**src/rtl/if_stage_pkg.sv**
```systemverilog
// cpu_defs: definitions shared by the fetch stage and the D-stage next-PC logic.
//   DEF_PC_RESET / DEF_IM_DEPTH / DEF_NOP_INSTR : default fetch-stage parameters
//   state_t      : fetch-stage FSM encoding
//   npc_sel_t    : next-PC source select driven by the D-stage decoder
//   npc_redirect : which npc_sel_t values raise redirect_D
package cpu_defs;

  localparam logic [31:0] DEF_PC_RESET  = 32'h0000_3000;
  localparam int unsigned DEF_IM_DEPTH  = 1024;
  localparam logic [31:0] DEF_NOP_INSTR = 32'h0000_0000;

  typedef enum logic [1:0] {
    ST_BOOT  = 2'd0,
    ST_RUN   = 2'd1,
    ST_FAULT = 2'd2
  } state_t;

  typedef enum logic [1:0] {
    NPC_SEQ    = 2'd0,  // PC+4
    NPC_BRANCH = 2'd1,  // taken conditional branch
    NPC_JUMP   = 2'd2,  // j / jal
    NPC_JR     = 2'd3   // jr / jalr
  } npc_sel_t;

  function automatic logic npc_redirect(input npc_sel_t sel);
    return (sel != NPC_SEQ);
  endfunction

endpackage

```
**src/rtl/if_stage_if_id_reg.sv**
```systemverilog
// if_id_reg: IF/ID pipeline register.
//   clk, reset      : clock, synchronous active-high reset
//   en              : load enable (deasserted while the pipe is stalled)
//   bubble          : load NOP_INSTR instead of the fetched word
//   instr_in        : fetched instruction word
//   pc4_in, pc8_in  : fetch PC + 4 / + 8
//   instr_q, pc4_q, pc8_q : registered values for the D stage
module if_id_reg
  import cpu_defs::*;
#(
  parameter logic [31:0] PC_RESET  = DEF_PC_RESET,
  parameter logic [31:0] NOP_INSTR = DEF_NOP_INSTR
) (
  input  logic        clk,
  input  logic        reset,
  input  logic        en,
  input  logic        bubble,
  input  logic [31:0] instr_in,
  input  logic [31:0] pc4_in,
  input  logic [31:0] pc8_in,
  output logic [31:0] instr_q,
  output logic [31:0] pc4_q,
  output logic [31:0] pc8_q
);

  logic [31:0] r_instr;
  logic [31:0] r_pc4;
  logic [31:0] r_pc8;

  always_ff @(posedge clk) begin
    if (reset) begin
      r_instr <= NOP_INSTR;
      r_pc4   <= PC_RESET;
      r_pc8   <= PC_RESET + 32'd4;
    end else if (en) begin
      r_instr <= bubble ? NOP_INSTR : instr_in;
      r_pc4   <= pc4_in;
      r_pc8   <= pc8_in;
    end
  end

  assign instr_q = r_instr;
  assign pc4_q   = r_pc4;
  assign pc8_q   = r_pc8;

endmodule

```
**src/rtl/if_stage.sv**
```systemverilog
// if_stage: instruction fetch stage.
//   Holds the fetch PC (also the IM address), picks PC+4 or the D-stage
//   redirect target, owns the IF/ID register, and latches a sticky fault when
//   the fetch PC is misaligned or outside instruction memory.
//   clk, reset         : clock, synchronous active-high reset
//   stall              : freeze PC and IF/ID
//   redirect_D, new_PC : D-stage redirect request and its target
//   Instr_F            : IM read data for PC_F
//   PC_F               : fetch PC / IM address
//   InstrD, PC_D, PC8_D: IF/ID contents (instruction, PC+4, PC+8)
//   fault, fault_pc    : sticky fetch fault and the offending PC
//
// state    | meaning
// ST_BOOT  | first cycle after reset, stall ignored, always fetch sequentially
// ST_RUN   | normal fetch, redirect and fault checking
// ST_FAULT | PC frozen, NOPs fed to D until reset
module if_stage
  import cpu_defs::*;
#(
  parameter logic [31:0] PC_RESET  = DEF_PC_RESET,
  parameter int unsigned IM_DEPTH  = DEF_IM_DEPTH,
  parameter logic [31:0] NOP_INSTR = DEF_NOP_INSTR
) (
  input  logic        clk,
  input  logic        reset,
  input  logic        stall,
  input  logic        redirect_D,
  input  logic [31:0] new_PC,
  input  logic [31:0] Instr_F,
  output logic [31:0] PC_F,
  output logic [31:0] InstrD,
  output logic [31:0] PC_D,
  output logic [31:0] PC8_D,
  output logic        fault,
  output logic [31:0] fault_pc
);

  // First byte address past the end of instruction memory.
  localparam logic [31:0] PC_END = PC_RESET + (32'(IM_DEPTH) << 2);

  state_t      r_state;
  state_t      w_state_nxt;
  logic [31:0] r_pc;
  logic [31:0] w_pc_nxt;
  logic [31:0] w_pc4;
  logic [31:0] w_pc8;
  logic        w_bad;
  logic        w_ifid_en;
  logic        w_bubble;
  logic        w_fault_set;
  logic        r_fault;
  logic [31:0] r_fault_pc;

  assign w_pc4 = r_pc + 32'd4;
  assign w_pc8 = r_pc + 32'd8;
  assign w_bad = (r_pc[1:0] != 2'b00) || (r_pc < PC_RESET) || (r_pc >= PC_END);

  always_ff @(posedge clk) begin
    if (reset) r_state <= ST_BOOT;
    else       r_state <= w_state_nxt;
  end

  always_comb begin
    w_state_nxt = r_state;
    w_pc_nxt    = r_pc;
    w_ifid_en   = 1'b0;
    w_bubble    = 1'b0;
    w_fault_set = 1'b0;
    case (r_state)
      ST_BOOT: begin
        // D holds the reset NOP, so there is nothing a stall could protect.
        w_ifid_en   = 1'b1;
        w_pc_nxt    = w_pc4;
        w_state_nxt = ST_RUN;
      end
      ST_RUN: begin
        // A stalled redirect is re-presented next cycle, so it is safe to drop.
        if (!stall) begin
          w_ifid_en = 1'b1;
          if (w_bad) begin
            w_bubble    = 1'b1;
            w_fault_set = 1'b1;
            w_state_nxt = ST_FAULT;
          end else if (redirect_D) begin
            w_pc_nxt = new_PC;
          end else begin
            w_pc_nxt = w_pc4;
          end
        end
      end
      ST_FAULT: begin
        if (!stall) begin
          w_ifid_en = 1'b1;
          w_bubble  = 1'b1;
        end
      end
      default: w_state_nxt = ST_BOOT;
    endcase
  end

  always_ff @(posedge clk) begin
    if (reset) begin
      r_pc       <= PC_RESET;
      r_fault    <= 1'b0;
      r_fault_pc <= 32'd0;
    end else begin
      r_pc <= w_pc_nxt;
      if (w_fault_set) begin
        r_fault    <= 1'b1;
        r_fault_pc <= r_pc;
      end
    end
  end

  if_id_reg #(
    .PC_RESET  (PC_RESET),
    .NOP_INSTR (NOP_INSTR)
  ) u_if_id (
    .clk      (clk),
    .reset    (reset),
    .en       (w_ifid_en),
    .bubble   (w_bubble),
    .instr_in (Instr_F),
    .pc4_in   (w_pc4),
    .pc8_in   (w_pc8),
    .instr_q  (InstrD),
    .pc4_q    (PC_D),
    .pc8_q    (PC8_D)
  );

  assign PC_F     = r_pc;
  assign fault    = r_fault;
  assign fault_pc = r_fault_pc;

endmodule

```
**config.mk**
```make
export PLATFORM = sky130hd
export DESIGN_NAME = if_stage
export DESIGN_NICKNAME = d
export VERILOG_FILES = /design/src/rtl/if_stage_pkg.sv /design/src/rtl/if_stage_if_id_reg.sv /design/src/rtl/if_stage.sv
export SDC_FILE = /design/constraint.sdc
export NUM_CORES = 1
export LEC_CHECK = 0
export ABC_CLOCK_PERIOD_IN_PS = 2100
export BUFFER_PORTS_ARGS = -buffer_cell sky130_fd_sc_hd__clkbuf_2
export CAP_MARGIN = 5
export CORE_ASPECT_RATIO = 0.8
export CORE_MARGIN = 2
export CORE_UTILIZATION = 40
export DETAILED_ROUTE_END_ITERATION = 10
export PLACE_DENSITY = 0.67
export SETUP_SLACK_MARGIN = 0.2
export SLEW_MARGIN = 20
export SYNTH_ARGS = -nofsm -noshare
export SYNTH_HDL_FRONTEND = slang
export SYNTH_SLANG_ARGS = --single-unit
```
**constraint.sdc**
```tcl
create_clock -name clk -period 2.1 [get_ports clk]
set_input_delay 0.63 -clock clk [delete_from_list [all_inputs] [get_ports clk]]
set_output_delay 0.63 -clock clk [all_outputs]
set_load 0.005 [all_outputs]
```
* Yosys cells after proc, flatten, opt, wreduce, memory -nomap -nowiden
Index checks and enable logic that the tools add are counted.
Widths: inputs -> output; s select.
** Operators by class
- Bitwise operators :: 1
- Multiplexer cells :: 14
- Equal/unequal tests :: 5
- $add $sub $neg :: 2
- Order comparisons :: 2
- Reductions and logical operators :: 8
** Operators by type and width (number)
- $mux 32 :: 4
- $pmux 32 s2 :: 1
- $add 32x3->32 const B :: 1
- $add 32x4->32 const B :: 1
- $ge 32x15->1 const B :: 1
- $lt 32x14->1 const B :: 1
- $ne 2x2->1 const B :: 3
- $pmux 2 s3 :: 1
- $reduce_and 3->1 :: 2
- $mux 1 :: 4
- $mux 2 :: 2
- $pmux 1 s2 :: 2
- $reduce_bool 2->1 :: 2
- $eq 2x1->1 const B :: 1
- $eq 2x2->1 const B :: 1
- $logic_not 2->1 :: 1
- $logic_or 1x1->1 :: 2
- $reduce_or 2->1 :: 1
- $not 1->1 :: 1
** Word-level totals
- Word-level logic and storage cells :: 39
- Input bits :: 68
- Output and inout bits :: 161
- Flip-flop bits (word level) :: 163

* Logic depth before layout (Yosys ltp)
- Depth in word-level cells :: 7
- Mapped depth :: 11
- Gate-level depth less buffers :: 7

* Cells and area by module
A second synthesis with hierarchy kept.
** Second synthesis, totals
- Cell total of the unflattened synthesis :: 879
- Area total of the unflattened synthesis :: 7998.9 um^2
** Modules (own cells, without submodules)
- if_stage :: instances 1, area an instance 4315.4 um^2, seq. area each 1341.3 um^2, cells an instance 530
- if_id_reg :: instances 1, area an instance 3683.5 um^2, seq. area each 1921.8 um^2, cells an instance 349

* Worst setup path before layout
Ideal clock, no wire load.
- Path kind :: flip-flop to flip-flop
- Start point :: register r_pc[4], in the netlist PC_F[4]
- End point :: register r_pc[25], in the netlist PC_F[25]
- Arrival time :: 1986 ps
- Path slack :: -3 ps
- Cell stages (with the launch flop) :: 8
- Period minus slack after synthesis :: 2103 ps
- Buffers on the path :: 1
- Setup time :: 117 ps
- Required time :: 1983 ps
- Cell sequence :: dfxtp_1 > ha_1 > nand2_1 > or2_2 > buf_2 > nor4_4 > o21ai_0 > a32o_1
** On the way
- Longest elaborated chain between the ends :: 5
- Elaborated cells on any way between the ends :: 11
- Those cells by class :: add/sub (1); order compare (2); eq/ne (1); mux (4); reduce/logical (3)
** RTL lines
- start, declared :: RTL line if_stage.sv:43 : logic [31:0] r_pc;
- start signal, assigned :: RTL line if_stage.sv:107 : r_pc <= w_pc_nxt;
- $add 32x3->32 or $lt 32x14->1 (tied branches) :: RTL line if_stage.sv:54, if_stage.sv:56
- $mux 32 or $logic_or 1x1->1 (tied branches) :: RTL line if_stage.sv:84, if_stage.sv:56
- $mux 32 or $logic_or 1x1->1 (tied branches) :: RTL line if_stage.sv:80, if_stage.sv:56
- $mux 32 or $ne 2x2->1 (tied branches)
- $pmux 32 s2 or $reduce_and 3->1 (tied branches)
Several ways; a longest one is shown, not always the timed one. The select of a mux whose other input is x is not followed.
A chain may end at the register's enable or synchronous reset.

* Final worst setup path
- Start point :: register r_pc[28], in the netlist PC_F[28]
- End point :: register r_pc[31], in the netlist PC_F[31]
Same word-level chain as after synthesis.

==> flow_metrics.tcl <==
set metrics [dict create \
    status "completed" \
    ys_ff_latch 161 \
    ant_nets 0 \
    final.fill_count 1652 \
    min-delay-start "Instr_F[6]" \
    fp.dieW_um 157.7 \
    cp-end-kind "flip-flop" \
    ctsHtreeMaxLevel 4 \
    whs_ns 0.4358 \
    fin_skew_ns 0.009856 \
    hold_violations 0 \
    rr_startpoint "PC_F[28]$_SDFFE_PP0P_" \
    multi_input_area_mm2 0.003983 \
    setup-tns-final_ns 0 \
    fp.dieH_um 126.9 \
    place_congestion 0.8679 \
    via_per_inst 5.298 \
    hold_buffers 0 \
    rsz0062_at_grt "true" \
    period_minus_slack_ns 1.916 \
    criticalPathCategory "reg2reg" \
    irDropWorstVdd_mv 0.6255 \
    io_pins 229 \
    drive_above_1_share_pct 38.52 \
    routed_wl_mm 23.74 \
    syn_area_mm2 0.007556 \
    slew_viol_final 0 \
    clk-insertion-delay-late_ns 0.43 \
    cts_tree "yes" \
    powerDensity_mw_per_mm2 1284 \
    holdPathStages 2 \
    num_vias 7227 \
    drt_first_pass_iters 5 \
    place_hpwl_mm 17.15 \
    final-setup-viol-count 0 \
    numCtsBuffers 17 \
    worstHoldEndpoint "u_if_id.instr_q[6]$_SDFFE_PP0P_" \
    yosysWarnings 0 \
    arrival_ns 2.22 \
    p_leak_nw 4.585 \
    die-area_mm2 0.02001 \
    syn_nets 915 \
    synth_edf_count 0 \
    cts.sinks 161 \
    grt_antenna_before_repair 0 \
    synth_ff_type "dfxtp_1" \
    ys_async_sr_fraction_pct 0 \
    clockRootBuffer "clkbuf_16" \
    critPathRequiredTime_ns 2.40 \
    routedWlPerCell_um 17.40 \
    reg2reg_depth 6 \
    place.port_buffers 228 \
    clk_pin_slew_ns 0.07 \
    cts.path.max_buffers 2 \
    grt_pass1_wl_mm 36.66 \
    clock.fmax_mhz 521.9 \
    cap_violations 0 \
    grt_pass1_vias 6807 \
    gr-total-overflow 0 \
    ff_latch_area_mm2 0.003254 \
    synthDistinctLibCells 58 \
    fin_crit_sh_pct 91.24 \
    fin_nets 1173 \
    avgSynthCellArea_um2 8.995 \
    rows 44 \
    area_growth_pct 37.52 \
    drc 0 \
    crit_fanout 9 \
    slew_headroom_pct 70.69 \
    hp-class "in2reg" \
    grt_usage_pct 23.38 \
    r2r_end "PC_F[31]$_SDFFE_PP0P_" \
    antenna_cells 0 \
    grt_start_max_net_pins 40 \
    cp-start-kind "flip-flop" \
    layout_common_cells "227 x clkbuf_2, 144 x dfxtp_1, 118 x nor2_1" \
    start_util_pct 41.22 \
    synth_sequential_area_ratio_pct 42.66 \
    fp.coreArea_mm2 0.01833 \
    first_iter_violations 539 \
    final_common_cell "clkbuf_2" \
    syn_inst 840 \
    worstMarginPinSlew_ns 0.4363 \
    regToRegSetupSlack_ns 0.18 \
]
-- power breakdown --
part / internal [W] / switching [W]
clock network: 0.00198 / 0.00132
registers: 0.00388 / 0.000519
logic: 0.00264 / 0.00300
-- state kept, by name (all words and copies together) (netlist names) --
name and count:
r_state 2, PC_F 32, fault_pc 32, u_if_id.pc8_q 32
u_if_id.instr_q 32, fault 1, u_if_id.pc4_q 30
-- worst max-delay path, cell delays in order, from the launching register on --
cell and delay, ns:
dfxtp_1 0.38, buf_6 0.18, and4_4 0.27, and4_1 0.22, nand4_1 0.23, o31a_1 0.32, o32ai_1 0.19
-- worst max path at each step --
| stage | startpoint | end | cells past startpoint |
|---|---|---|---|
| after detailed placement | stall | PC_F[3]$_SDFFE_PP0P_ | 6 |
| after CTS | PC_F[11]$_SDFFE_PP0P_ | PC_F[24]$_SDFFE_PP0P_ | 6 |
| after global routing | PC_F[18]$_SDFFE_PP0P_ | fault_pc[23]$_SDFFE_PP0P_ | 8 |
| after global placement | PC_F[15]$_SDFFE_PP0P_ | PC_F[3]$_SDFFE_PP0P_ | 6 |
| after floorplan | PC_F[4]$_SDFFE_PP0P_ | PC_F[25]$_SDFFE_PP0P_ | 7 |
| final | PC_F[28]$_SDFFE_PP0P_ | PC_F[31]$_SDFFE_PP0P_ | 6 |
-- stage by stage --
stage	instances	utilization (%)	cell area, um2	worst slack, ns	power [W]
after floorplan	840	-	7574	0.1791	0.007396
after global placement	1313	51.15	9378	0.1355	0.009593
after detailed placement	1313	51.15	9378	0.07375	0.009676
after CTS	1348	54.80	10050	0.1861	0.01304
after global routing	1364	56.68	10390	0.1152	0.01418
final	1364	56.68	10390	0.1840	0.01334
-- area by class of cell --
class,count,share of cell area [%]
Clock buffer,21,4.527
Clock inverter,11,1.469
Inverter,15,0.5418
Multi-Input combinational cell,572,38.33
Sequential cell,161,31.32
Tap cell,253,3.046
Timing Repair Buffer,331,20.77
-- metal layers --
metal	global-route usage (%)	share of wire (%)	up-vias
met5	0	0	-
met4	7.754	1.8	0
met3	6.150	9.0	33
met2	33.76	43	321
met1	33.69	46	3350
li1	-	-	3523
-- what timing repair did --
action                     in CTS  in global routing
buffers inserted                3                 14
gates cloned                    0                  2
setup endpoints to repair      15                136
resized for setup               9                 64
pin swaps                       5                 17
-- cells in the mapped netlist (5+ instances only) --
cell	n	area [um2]
o31ai_1	5	37.54
dfxtp_1	161	3223
xor2_1	24	210.2
and3_1	5	31.28
nand4_1	22	137.6
nor4_4	7	148.9
a21o_1	5	37.54
clkbuf_1	44	165.2
nand2_1	68	255.2
and2_1	7	43.79
mux2i_1	32	320.3
a211oi_1	52	390.4
o32ai_1	7	61.31
buf_4	13	97.59
o211ai_1	5	37.54
nor2_1	120	450.4
nand3_1	20	100.1
o21ai_0	20	100.1
and4_1	6	52.55
o31a_1	6	52.55
a21oi_1	37	185.2
buf_6	8	90.09
buf_2	23	115.1
xnor2_1	31	271.5
a31oi_1	6	37.54
a32o_1	35	350.3
ha_1	7	87.58
inv_1	14	52.55
-- logic make-up after synthesis --
group | after synthesis | synth area share [%]
and+or+nand+nor | 280 | 18.70
AOI/OAI and AO/OA | 198 | 19.72
DFF | 161 | 42.66
buffers and inverters | 107 | 7.153
xor gates and xnor gates | 55 | 6.375
muxes | 32 | 4.239
adders and majority gates | 7 | 1.159
No activity file was read; power rests on OpenSTA's default activity.
